<file path="src/rtl/ldpc_3gpp_dec_ibuf_ctrl.sv">
// Multi-bank status controller for the LDPC decoder input LLR buffer (ping-pong for 2 banks).
// Optional statistics outputs (owerr, ofrm_cnt) are enabled by defining LDPC_3GPP_DEC_IBUF_STAT_EN.
module ldpc_3gpp_dec_ibuf_ctrl #(
    parameter int pBANK_NUM = 2,
    parameter int pADDR_W   = 8,
    parameter int pTAG_W    = 24
) (
    input  logic                                   iclk,
    input  logic                                   ireset,
    input  logic                                   iclkena,
    input  logic                                   iwrite,
    input  logic                                   iwfull,
    input  logic [pTAG_W-1:0]                      iwtag,
    output logic                                   owrdy,
    output logic [$clog2(pBANK_NUM)+pADDR_W-1:0]   owaddr,
    input  logic                                   irempty,
    output logic                                   ofull,
    output logic [$clog2(pBANK_NUM)-1:0]           orbank,
    output logic [pTAG_W-1:0]                      ortag
`ifdef LDPC_3GPP_DEC_IBUF_STAT_EN
    ,
    output logic                                   owerr,
    output logic [15:0]                            ofrm_cnt
`endif
);

    localparam int cBANK_W = $clog2(pBANK_NUM);
    localparam int cPTR_W  = cBANK_W + 1;

    logic [cPTR_W-1:0]  wptr;
    logic [cPTR_W-1:0]  rptr;
    logic [cPTR_W-1:0]  used;
    logic [pADDR_W-1:0] wcnt;
    logic [pTAG_W-1:0]  tag [pBANK_NUM];

    logic               wr_acc;
    logic               rel_acc;
    logic [cBANK_W-1:0] wbank;

    // Status flags decode registered pointers only, so no input reaches an output combinationally.
    always_comb begin
        used    = wptr - rptr;
        owrdy   = (used != cPTR_W'(pBANK_NUM));
        ofull   = (used != '0);
        wbank   = wptr[cBANK_W-1:0];
        orbank  = rptr[cBANK_W-1:0];
        owaddr  = {wbank, wcnt};
        ortag   = tag[orbank];
        wr_acc  = iwrite  & owrdy & iclkena;
        rel_acc = irempty & ofull & iclkena;
    end

    always_ff @(posedge iclk or posedge ireset) begin
        if (ireset) begin
            wptr <= '0;
            rptr <= '0;
            wcnt <= '0;
            tag  <= '{default: '0};
        end else begin
            if (wr_acc) begin
                if (iwfull) begin
                    tag[wbank] <= iwtag;
                    wptr       <= wptr + cPTR_W'(1);
                    wcnt       <= '0;
                end else begin
                    wcnt       <= wcnt + pADDR_W'(1);
                end
            end
            if (rel_acc) begin
                rptr <= rptr + cPTR_W'(1);
            end
        end
    end

`ifdef LDPC_3GPP_DEC_IBUF_STAT_EN
    always_ff @(posedge iclk or posedge ireset) begin
        if (ireset) begin
            owerr    <= 1'b0;
            ofrm_cnt <= '0;
        end else if (iclkena) begin
            if ((iwrite & ~owrdy) | (irempty & ~ofull)) begin
                owerr <= 1'b1;
            end
            if (wr_acc & iwfull) begin
                ofrm_cnt <= ofrm_cnt + 16'd1;
            end
        end
    end
`endif

endmodule
</file>
<file path="config.mk">
export PLATFORM = sky130hd
export DESIGN_NAME = ldpc_3gpp_dec_ibuf_ctrl
export DESIGN_NICKNAME = d
export VERILOG_FILES = /design/src/rtl/ldpc_3gpp_dec_ibuf_ctrl.sv
export SDC_FILE = /design/constraint.sdc
export NUM_CORES = 1
export LEC_CHECK = 0
export CAP_MARGIN = 20
export CORE_ASPECT_RATIO = 1.25
export CORE_MARGIN = 3
export CORE_UTILIZATION = 30
export CTS_BUF_LIST = sky130_fd_sc_hd__clkbuf_8
export CTS_CLUSTER_SIZE = 12
export DETAILED_ROUTE_END_ITERATION = 8
export DONT_BUFFER_PORTS = 1
export PLACE_DENSITY = 0.44
export SLEW_MARGIN = 10
export SYNTH_ARGS = -nofsm -noshare
export SYNTH_HDL_FRONTEND = slang
export SYNTH_SLANG_ARGS = --single-unit
</file>
<file path="constraint.sdc">
create_clock -name iclk -period 3.4 [get_ports iclk]
set_clock_uncertainty 0.05 [all_clocks]
set_input_delay 0.68 -clock iclk [delete_from_list [all_inputs] [get_ports iclk]]
set_output_delay 0.68 -clock iclk [all_outputs]
set_load 0.005 [all_outputs]
</file>
[After elaboration in Yosys (flattened, before gate mapping)]
Index checks and enable logic that the tools add are counted.
Storage, ports and cells
  output and inout port bits: 36
  input port bits: 30
  register bits after elaboration: 60
  logic and storage cells: 29
Cells by class
  reductions and logical operators: 3
  order comparisons: 3
  muxes and demuxes: 7
  bitwise logic cells: 6
  equal/unequal tests: 1
  add/subtract/negate cells: 4
Operator list (count)
  24-bit 2-to-1 mux: 4
  48-bit bitwise mux: 1
  24-bit demux with 1-bit select: 1
  8-bit by 1-bit adder with 8-bit output, second input constant: 1
  8-bit 2-to-1 mux: 1
  2-bit by 1-bit adder with 2-bit output, second input constant: 2
  1-bit AND: 4
  2-bit greater-or-equal comparator, second input constant: 2
  1-bit NOT with 2-bit output: 2
  2-bit by 1-bit < comparator with 1-bit output, second input constant: 1
  2-bit != test, second input constant: 1
  2-bit AND reduction: 1
  2-bit nonzero test: 1
  2-bit subtractor: 1
  1-bit logical AND: 1

[Depth between registers and ports, before layout]
Gate-level depths: netlist (run 1).
  depth after elaboration: 6
  gate-level depth with buffers: 7
  gate-level depth less buffers: 5

[Worst setup path before layout (run 1)]
Ideal clock, no wire load.
  kind: input to register
  from: input iwfull
  to: register tag[25] (netlist name)
  data required time: 3.225 ns
  data arrival time: 1.957 ns
  library setup time: 0.125 ns
  cell stages on the path: 6
  path buffers: 3
  slack: 1.268 ns
  cells stage by stage: clkbuf_1 > inv_1 > or3_1 > buf_6 > buf_6 > mux2_4
On the way
  cells in the longest elaborated chain, start to end: 1
Ends and longest elaborated chain
  start: declaration: RTL line 12  | input logic iwfull,
  2-bit AND reduction (no line)
  end signal: indexed assignment: RTL line 62  | tag[wbank] <= iwtag;
  end: declaration: RTL line 34  | logic [pTAG_W-1:0] tag [pBANK_NUM];
Every way passes these cells.
A chain may end at the register's enable or synchronous reset.

[Worst setup path after layout (run 1)]
  from: register wptr[0]
  to: register tag[31] (netlist name)
On the way
  cells in the longest elaborated chain, start to end: 6
  elaborated cells on any way between the ends: 12
  those cells by class: 1 x add/sub; 2 x order compare; 1 x eq/ne; 3 x mux; 3 x bitwise; 2 x reduce/logical
Ends and longest elaborated chain
  start: declaration: RTL line 30  | logic [cPTR_W-1:0] wptr;
  start signal: assignment: RTL line 63  | wptr <= wptr + cPTR_W'(1);
  parallel branches: the longest is 6 deep, another holds 2-bit subtractor
Several ways; the timed one is not identified.

==> results of run 1 <==
[power groups by stage]
stage	clock, uW	combinational [uW]	sequential (uW)
6_report	550	997	1260
5_1_grt	610	1100	1310
4_1_cts	576	1030	1270
3_5_place_dp	0	1030	1270
3_3_place_gp	0	997	1250
2_1_floorplan	0	891	1200
[final cells by class]
class                      instances  area, sq um
inverter                           2        7.507
sequential                        60         1501
fill                             895         5797
multi-input combinational        124         1196
clock buffer                      11        151.4
tap                              120        150.1
clock inverter                     4        17.52
timing repair buffer               3        22.52
[per-stage QoR]
stage	setup slack [ps]	total power [uW]	utilization, %	cell area, sq um
after global routing	861.1	3018	34.45	3047
after CTS	979.7	2876	34.45	3047
final	996.0	2812	34.45	3047
after floorplan	1185	2093	-	2781
after detailed placement	927.3	2300	32.54	2878
after global placement	992.5	2248	32.54	2878
[flip-flops by register name, summed over array words and instances (netlist names)]
| register | flops |
|---|---|
| tag | 48 |
| wptr | 2 |
| rptr | 2 |
| wcnt | 8 |
[layout by cell type, fill, tap and decap left out, types with 3 or more instances in the layout]
| cell | count |
|---|---|
| clkbuf_8 | 11 |
| nand2_1 | 11 |
| o31ai_1 | 3 |
| mux2_4 | 19 |
| inv_1 | 3 |
| dfrtp_1 | 60 |
| and3_1 | 3 |
| mux2_2 | 53 |
| buf_4 | 3 |
| nand3_1 | 7 |
| xnor2_1 | 3 |
| o21ai_0 | 8 |
[cells by family (layout without fill, tap and decap cells)]
group | Yosys count | count (layout) | synth area share (%)
adders and majority gates | 1 | 1 | 0.4498
AOI/OAI and AO/OA | 17 | 17 | 3.644
and+or+nand+nor | 28 | 28 | 4.994
muxes | 72 | 72 | 31.71
DFF | 60 | 60 | 53.98
xor gates and xnor gates | 6 | 6 | 2.160
buffers and inverters | 13 | 20 | 3.059
[how the worst max path moves through the flow]
stage | end | slack (ps) | depth (start not counted)
floorplan | rptr[0] | 1190 | 1
global placement | tag[24] | 990 | 4
detailed placement | tag[31] | 930 | 4
CTS | tag[36] | 980 | 4
global route | tag[36] | 860 | 4
finish | tag[31] | 1000 | 4
[critical path: cells and delay by family (launching register included)]
kind            cells  cell delay (ps)
mux                 1              430
compound gates      1              310
xor+xnor            1              200
flops               1              460
simple gates        1              810
[routing by layer]
metal / share of wire, % / vias to the layer above / GRT usage [%]
met3: 8.4 / 6 / 5.739
met1: 40 / 797 / 12.93
met5: 0 / - / 0
met4: 1.0 / 0 / 3.964
li1: - / 708 / -
met2: 50 / 60 / 19.59
==> flow_summary.toml, run 1 <==
[status]
status = "completed"

[sta]
drv_slew = 0
whs_ps = 356.1
hold_violations = 0
setup_tns_ps = 0
relSlewSlack_pct = 42.89
fmax_ghz = 0.4160
rsz0062_at_grt = "no"
fin_crit_sh_pct = 70.70
setup_viol = 0
tightest_slew_ps = 855.4
finalCriticalPeriod_ps = 2404

[cts]
cts.sinks = 60
clock_path_buffers = 2
path_clk_slew_ps = 70
worstSkewPairLatency_ps = 330
cts.hold.buffers_added = 0
cts_tree = "built"
post_cts_buffers = 0
cts-root-buf = "clkbuf_8"
cts_buffers = 9
cts.repair.resized = 0
h-tree-depth = 3

[floorplan]
die_area_sq_um = 10470
coreArea_sq_um = 8843
die_h_um = 113.7
rows = 38
die_x_um = 92.12
start_util_pct = 31.45
io_pins = 66

[critical_path]
worstSetupPathType = "reg2reg"
reg2reg_to = "tag[31]"
r2r_setup_slack_ps = 1000
start_kind = "register"
path_max_fanout = 25
cp-startpoint = "wptr[0]"
endpoint_kind = "register"
slowest_delay_ps = 810
reg2reg_depth = 4
required_ps = 3560
rr_startpoint = "wptr[0]"
cp_cell_sequence = "xnor2_2 > a21o_1 > or3_2 > mux2_4"
critPathArrivalTime_ps = 2560
critPathSlowestCell = "or3_2"

[synthesis]
synthCells = 197
synth-edff-count = 0
syn_area_sq_um = 2781
synthDistinctLibCells = 27
yosys-top-cells-count = "dfrtp_1, mux2_2, mux2_4"
syn_avg_cell_area_sq_um = 14.12
synth-warning-count = 0
synth_ff_type = "dfrtp_1"
ys_ff_latch = 60
yosys-top-cells-area = "dfrtp_1, mux2_2, mux2_4"
synth_top_area_share_pct = 53.98
yosysSeqAreaShare_pct = 53.98
synthArstFlopShare_pct = 100.0
yosys.area.top_type = "dfrtp_1"
syn-num-nets = 228
yosysMostFrequentCell = "dfrtp_1"

[layout]
antennaDiodeCount = 0
syn_to_final_growth_pct = 9.537
num-nets-final = 231
drive_above_1_share_pct = 44.61
final_cells = 324

[power]
p_sw_uw = 881.3
cellPowerDensity_nw_per_um2 = 923.0
seqPwrFrac_pct = 45.0
switching_share_pct = 31.34
p_comb_share_pct = 35.5
internal_power_uw = 1931
p_leak_uw = 0.001385
ir_drop_uv = 297.0
clkPwrFrac_pct = 19.6

[global_routing]
grt_max_degree = 41
grt_pass1_wl_um = 9252
track_usage_pct = 11.68
overflow = 0
antenna_found_initial = 0
grt_pass1_vias = 1741

[routing]
wirelength_um = 5707
viasPerCell = 4.849
detail-route-antenna-nets = 0
drc = 0
wl_per_cell_um = 17.61
drt_iter0_markers = 52
drt_pass1_iterations = 4
vias = 1571

[run]
drv_cap = 0

[placement]
gp_congestion = 0.7337
io_buffers = 0
dp_cells = 309
dp_hpwl_um = 4025

[hold_path]
hold_path.class = "in2async"
Note: power is estimated with default switching activity, not from simulation.
==> run 2, diff against run 1 <==
Settings changed: PLACE_DENSITY 0.44 to 0.45.
Clock period 3.4 ns to 2.2 ns, I/O delays scaled along.
==> flow_summary.toml, run 2 (synthesis results as in run 1) <==
[layout]
reg.largest.list = "tag x48, wcnt x8"
antennaDiodeCount = 0
num-nets-final = 235
regMostFlops = "tag"
final_common_cell = "dfrtp_1"
drive_above_1_share_pct = 46.41
final_cell_mix = "dfrtp_1, mux2_2, mux2_4"
largest_reg_flops = 48
syn_to_final_growth_pct = 12.01

[critical_path]
worstSetupPathType = "reg2out"
cp_cell_sequence = "buf_4 > mux2_2"
path_max_fanout = 27
critPathArrivalTime_ps = 1580
required_ps = 1710
r2r_setup_slack_ps = 190
endpoint_kind = "primary output"
slowest_delay_ps = 430
critPathBufInv = 1
start_kind = "register"
critPathSlowestCell = "mux2_2"
cp_top_family = "multiplexers"

[routing]
drt_iter0_markers = 40
wl_per_cell_um = 17.19
drt_pass1_iterations = 4
drc = 0
detail-route-antenna-nets = 0
viasPerCell = 4.748
vias = 1562
wirelength_um = 5657

[sta]
finalCriticalPeriod_ps = 2065
relSlewSlack_pct = 72.28
whs_ps = 0.8118
rsz0062_at_grt = "no"
tightest_slew_ps = 415.8
fin_ws_ps = 134.8
fin_crit_sh_pct = 93.87
setup_tns_ps = 0
hold_violations = 0
fmax_ghz = 0.4842
drv_slew = 0
setup_viol = 0

[global_routing]
grt_max_degree = 61
track_usage_pct = 11.66
overflow = 0
grt_pass1_wl_um = 9232
antenna_found_initial = 0
grt_pass1_vias = 1705

[cts]
clock_path_buffers = 2
cts.repair.resized = 0
h-tree-depth = 3
post_cts_buffers = 0
path_clk_slew_ps = 70
cts_buffers = 9
cts-root-buf = "clkbuf_8"
cts.sinks = 60
cts.hold.buffers_added = 0
worstSkewPairLatency_ps = 330
cts_tree = "built"

[floorplan]
start_util_pct = 31.45
die_area_sq_um = 10470
die_x_um = 92.12
rows = 38
io_pins = 66
coreArea_sq_um = 8843
die_h_um = 113.7

[placement]
dp_hpwl_um = 3620
gp_congestion = 0.6824
io_buffers = 0
dpl_worst_slack_ps = 167.5

[hold_path]
hold_path.class = "in2async"

[run]
drv_cap = 0

[status]
status = "completed"

[power]
ir_drop_uv = 442.9
p_leak_uw = 0.001420
cellPowerDensity_nw_per_um2 = 1420
[run 2: cell count changes in the layout (fill, tap and decap cells not counted)]
cell / delta
clkinv_2: +3
buf_12: +2
buf_4: +2
clkbuf_8: -2
bufinv_16: +1
inv_1: -1
[run 2: area by class of cell]
| cell class | count | area, sq um |
|---|---|---|
| clock inverters | 7 | 58.81 |
| multi-input cells | 124 | 1196 |
| repair buffers | 7 | 77.57 |
| fillers | 915 | 5728 |
| inverters | 2 | 7.507 |
| clock buffers | 9 | 123.9 |
| flip-flops and latches | 60 | 1501 |
| well taps | 120 | 150.1 |
[run 2: power breakdown]
part | internal (uW) | switching, uW
Combinational | 930 | 614
Clock | 509 | 430
Sequential | 1620 | 323
[run 2: metrics by stage]
stage	std cells	util [%]	instance area, sq um	total power, uW
after floorplan	197	-	2781	3235
after global placement	313	33.16	2933	3524
after detailed placement	313	33.16	2933	3550
after CTS	329	35.23	3115	4528
after global routing	329	35.23	3115	4762
final	329	35.23	3115	4425
[run 2: metal layers]
metal	wire length (um)	part of all wire, %	global-route usage [%]	up-vias
li1	-	-	-	717
met1	2351	42	13.28	790
met2	2764	49	18.81	48
met3	476	8.4	5.805	7
met4	65	1.1	4.460	0
met5	0	0	0	-
[run 2: worst register-to-register path: stages, from the launching register on]
cell and delay (ps):
dfrtp_1 460, xnor2_2 190, a21o_1 200, or3_2 420, buf_4 250, mux2_4 330
[run 2: worst paths after layout]
check,startpoint,endpoint,cells after the start
worst min register to register,tag[20],tag[20],1
worst max-delay path,rptr[0],ortag[23],2
min in group iclk,iwtag[1],tag[25],1
worst min-delay path,ireset,tag[40],2
worst max register to register,wptr[0],tag[31],5
max in group asynchronous,ireset,tag[8],2
==> run 3, diff against run 2 <==
Settings changed: CORE_UTILIZATION 30 to 59, PLACE_DENSITY 0.45 to 0.78.
==> flow_summary.toml, run 3 (synthesis results as in run 1) <==
[status]
status = "completed"

[routing]
viasPerCell = 5.996
drt_iter0_markers = 117
detail-route-antenna-nets = 0
wl_met3_um = 368
wirelength_um = 5137
wl_met1_um = 1991
wl_per_cell_um = 19.46
vias = 1583
drt_pass1_iterations = 4
wl_met2_um = 2699
drc = 0
top_layer = "met4"

[critical_path]
cp_top_family = "multiplexers"
endpoint_kind = "primary output"
slowest_delay_ps = 420
worstSetupPathType = "reg2out"
start_kind = "register"
path_max_fanout = 27
critPathSlowestCell = "mux2_2"
critPathBufInv = 1
required_ps = 1710
critPathArrivalTime_ps = 1500
cp_cell_sequence = "buf_4 > mux2_2"

[floorplan]
die_area_sq_um = 5579
die_h_um = 82.77
coreArea_sq_um = 4493
rows = 27
io_pins = 66
die_x_um = 67.41
start_util_pct = 61.90

[layout]
syn_to_final_growth_pct = 7.153
final_cell_mix = "dfrtp_1, mux2_2, mux2_4"
reg.largest.list = "tag x48, wcnt x8"
final_common_cell = "dfrtp_1"
n_fill_cell = 339
final_util_pct = 66.33
seq_area_sq_um = 1501
largest_reg_flops = 48
antennaDiodeCount = 0
num-nets-final = 235
regMostFlops = "tag"
drive_above_1_share_pct = 43.69
multi_input_area_sq_um = 1195
stdcell_area_sq_um = 2980

[cts]
cts.hold.buffers_added = 0
worstSkewPairLatency_ps = 320
clock_path_buffers = 2
cts.sinks = 60
h-tree-depth = 3
cts-root-buf = "clkbuf_8"
path_clk_slew_ps = 60
cts_buffers = 9
post_cts_buffers = 0
cts_tree = "built"
cts.repair.resized = 0

[global_routing]
grt_pass1_vias = 1728
overflow = 0
track_usage_pct = 20.66
grt_pass1_wl_um = 8418
grt_max_degree = 33
antenna_found_initial = 0

[power]
p_comb_share_pct = 36.2
seqPwrFrac_pct = 46.4
p_sw_uw = 1320
ir_drop_uv = 850.9
cellPowerDensity_nw_per_um2 = 1423
clkPwrFrac_pct = 17.3
p_leak_uw = 0.001395
internal_power_uw = 2920
switching_share_pct = 31.14

[sta]
hold_violations = 0
fmax_ghz = 0.5016
fin_crit_sh_pct = 90.62
setup_tns_ps = 0
drv_slew = 0
rsz0062_at_grt = "no"
tightest_slew_ps = 596.2
finalCriticalPeriod_ps = 1994
setup_viol = 0
relSlewSlack_pct = 60.20

[hold_path]
hold_path.class = "in2async"

[placement]
dp_hpwl_um = 3650
placed_area_sq_um = 2841
io_buffers = 0
gp_congestion = 0.8053

[run]
drv_cap = 0
[run 3: changes by cell type in the layout (fill, tap and decap cells not counted), sizes merged]
cell / delta
bufinv: -1
clkinv: -5
inv: +3
[run 3: cell type report]
cell class,instances,share of cell area [%]
clock buffer,9,4.156
clock inverter,4,0.5038
inverter,2,0.2519
multi-input combinational,124,40.09
sequential,60,50.38
tap,58,2.435
timing repair buffer,7,2.183
[run 3: power by group through the flow]
stage / Sequential, uW / Combinational [uW] / Clock (uW)
2_1_floorplan: 1860 / 1380 / 0
3_3_place_gp: 1930 / 1500 / 0
3_5_place_dp: 1970 / 1570 / 0
4_1_cts: 1960 / 1570 / 759
5_1_grt: 2030 / 1690 / 811
6_report: 1970 / 1540 / 734
[run 3: worst paths after layout]
check | start | to | slack, ps | depth (start not counted)
max reg2reg | wptr[0] | tag[33] | 290 | 5
max in group asynchronous | ireset | tag[28] | 1490 | 2
min in group iclk | iwtag[21] | tag[45] | 210 | 1
min reg2reg | tag[37] | tag[37] | 450 | 1
max | rptr[0] | ortag[9] | 210 | 2
min | ireset | tag[12] | 20 | 1
[run 3: per-layer routing]
metal / GRT usage, % / vias up
met4: 10.34 / 0
met5: 0 / -
met1: 24.07 / 798
met3: 5.954 / 8
li1: - / 718
met2: 34.51 / 59
[run 3: per-stage QoR]
| stage | hold slack (ps) | setup WS, ps | total power [uW] | cells |
|---|---|---|---|---|
| after floorplan | 423.7 | 225.3 | 3235 | 197 |
| after global placement | 368.1 | 349.5 | 3430 | 251 |
| after detailed placement | 376.8 | 293.5 | 3543 | 251 |
| after CTS | 27.62 | 174.2 | 4294 | 264 |
| after global routing | 49.90 | 137.7 | 4531 | 264 |
| final | 19.68 | 206.4 | 4241 | 264 |
[run 3: worst reg2reg max path, stage by stage, from the launching register on]
cell     delay (ps)
dfrtp_1         450
xnor2_2         190
a21o_1          210
or3_1           330
buf_4           230
mux2_4          330
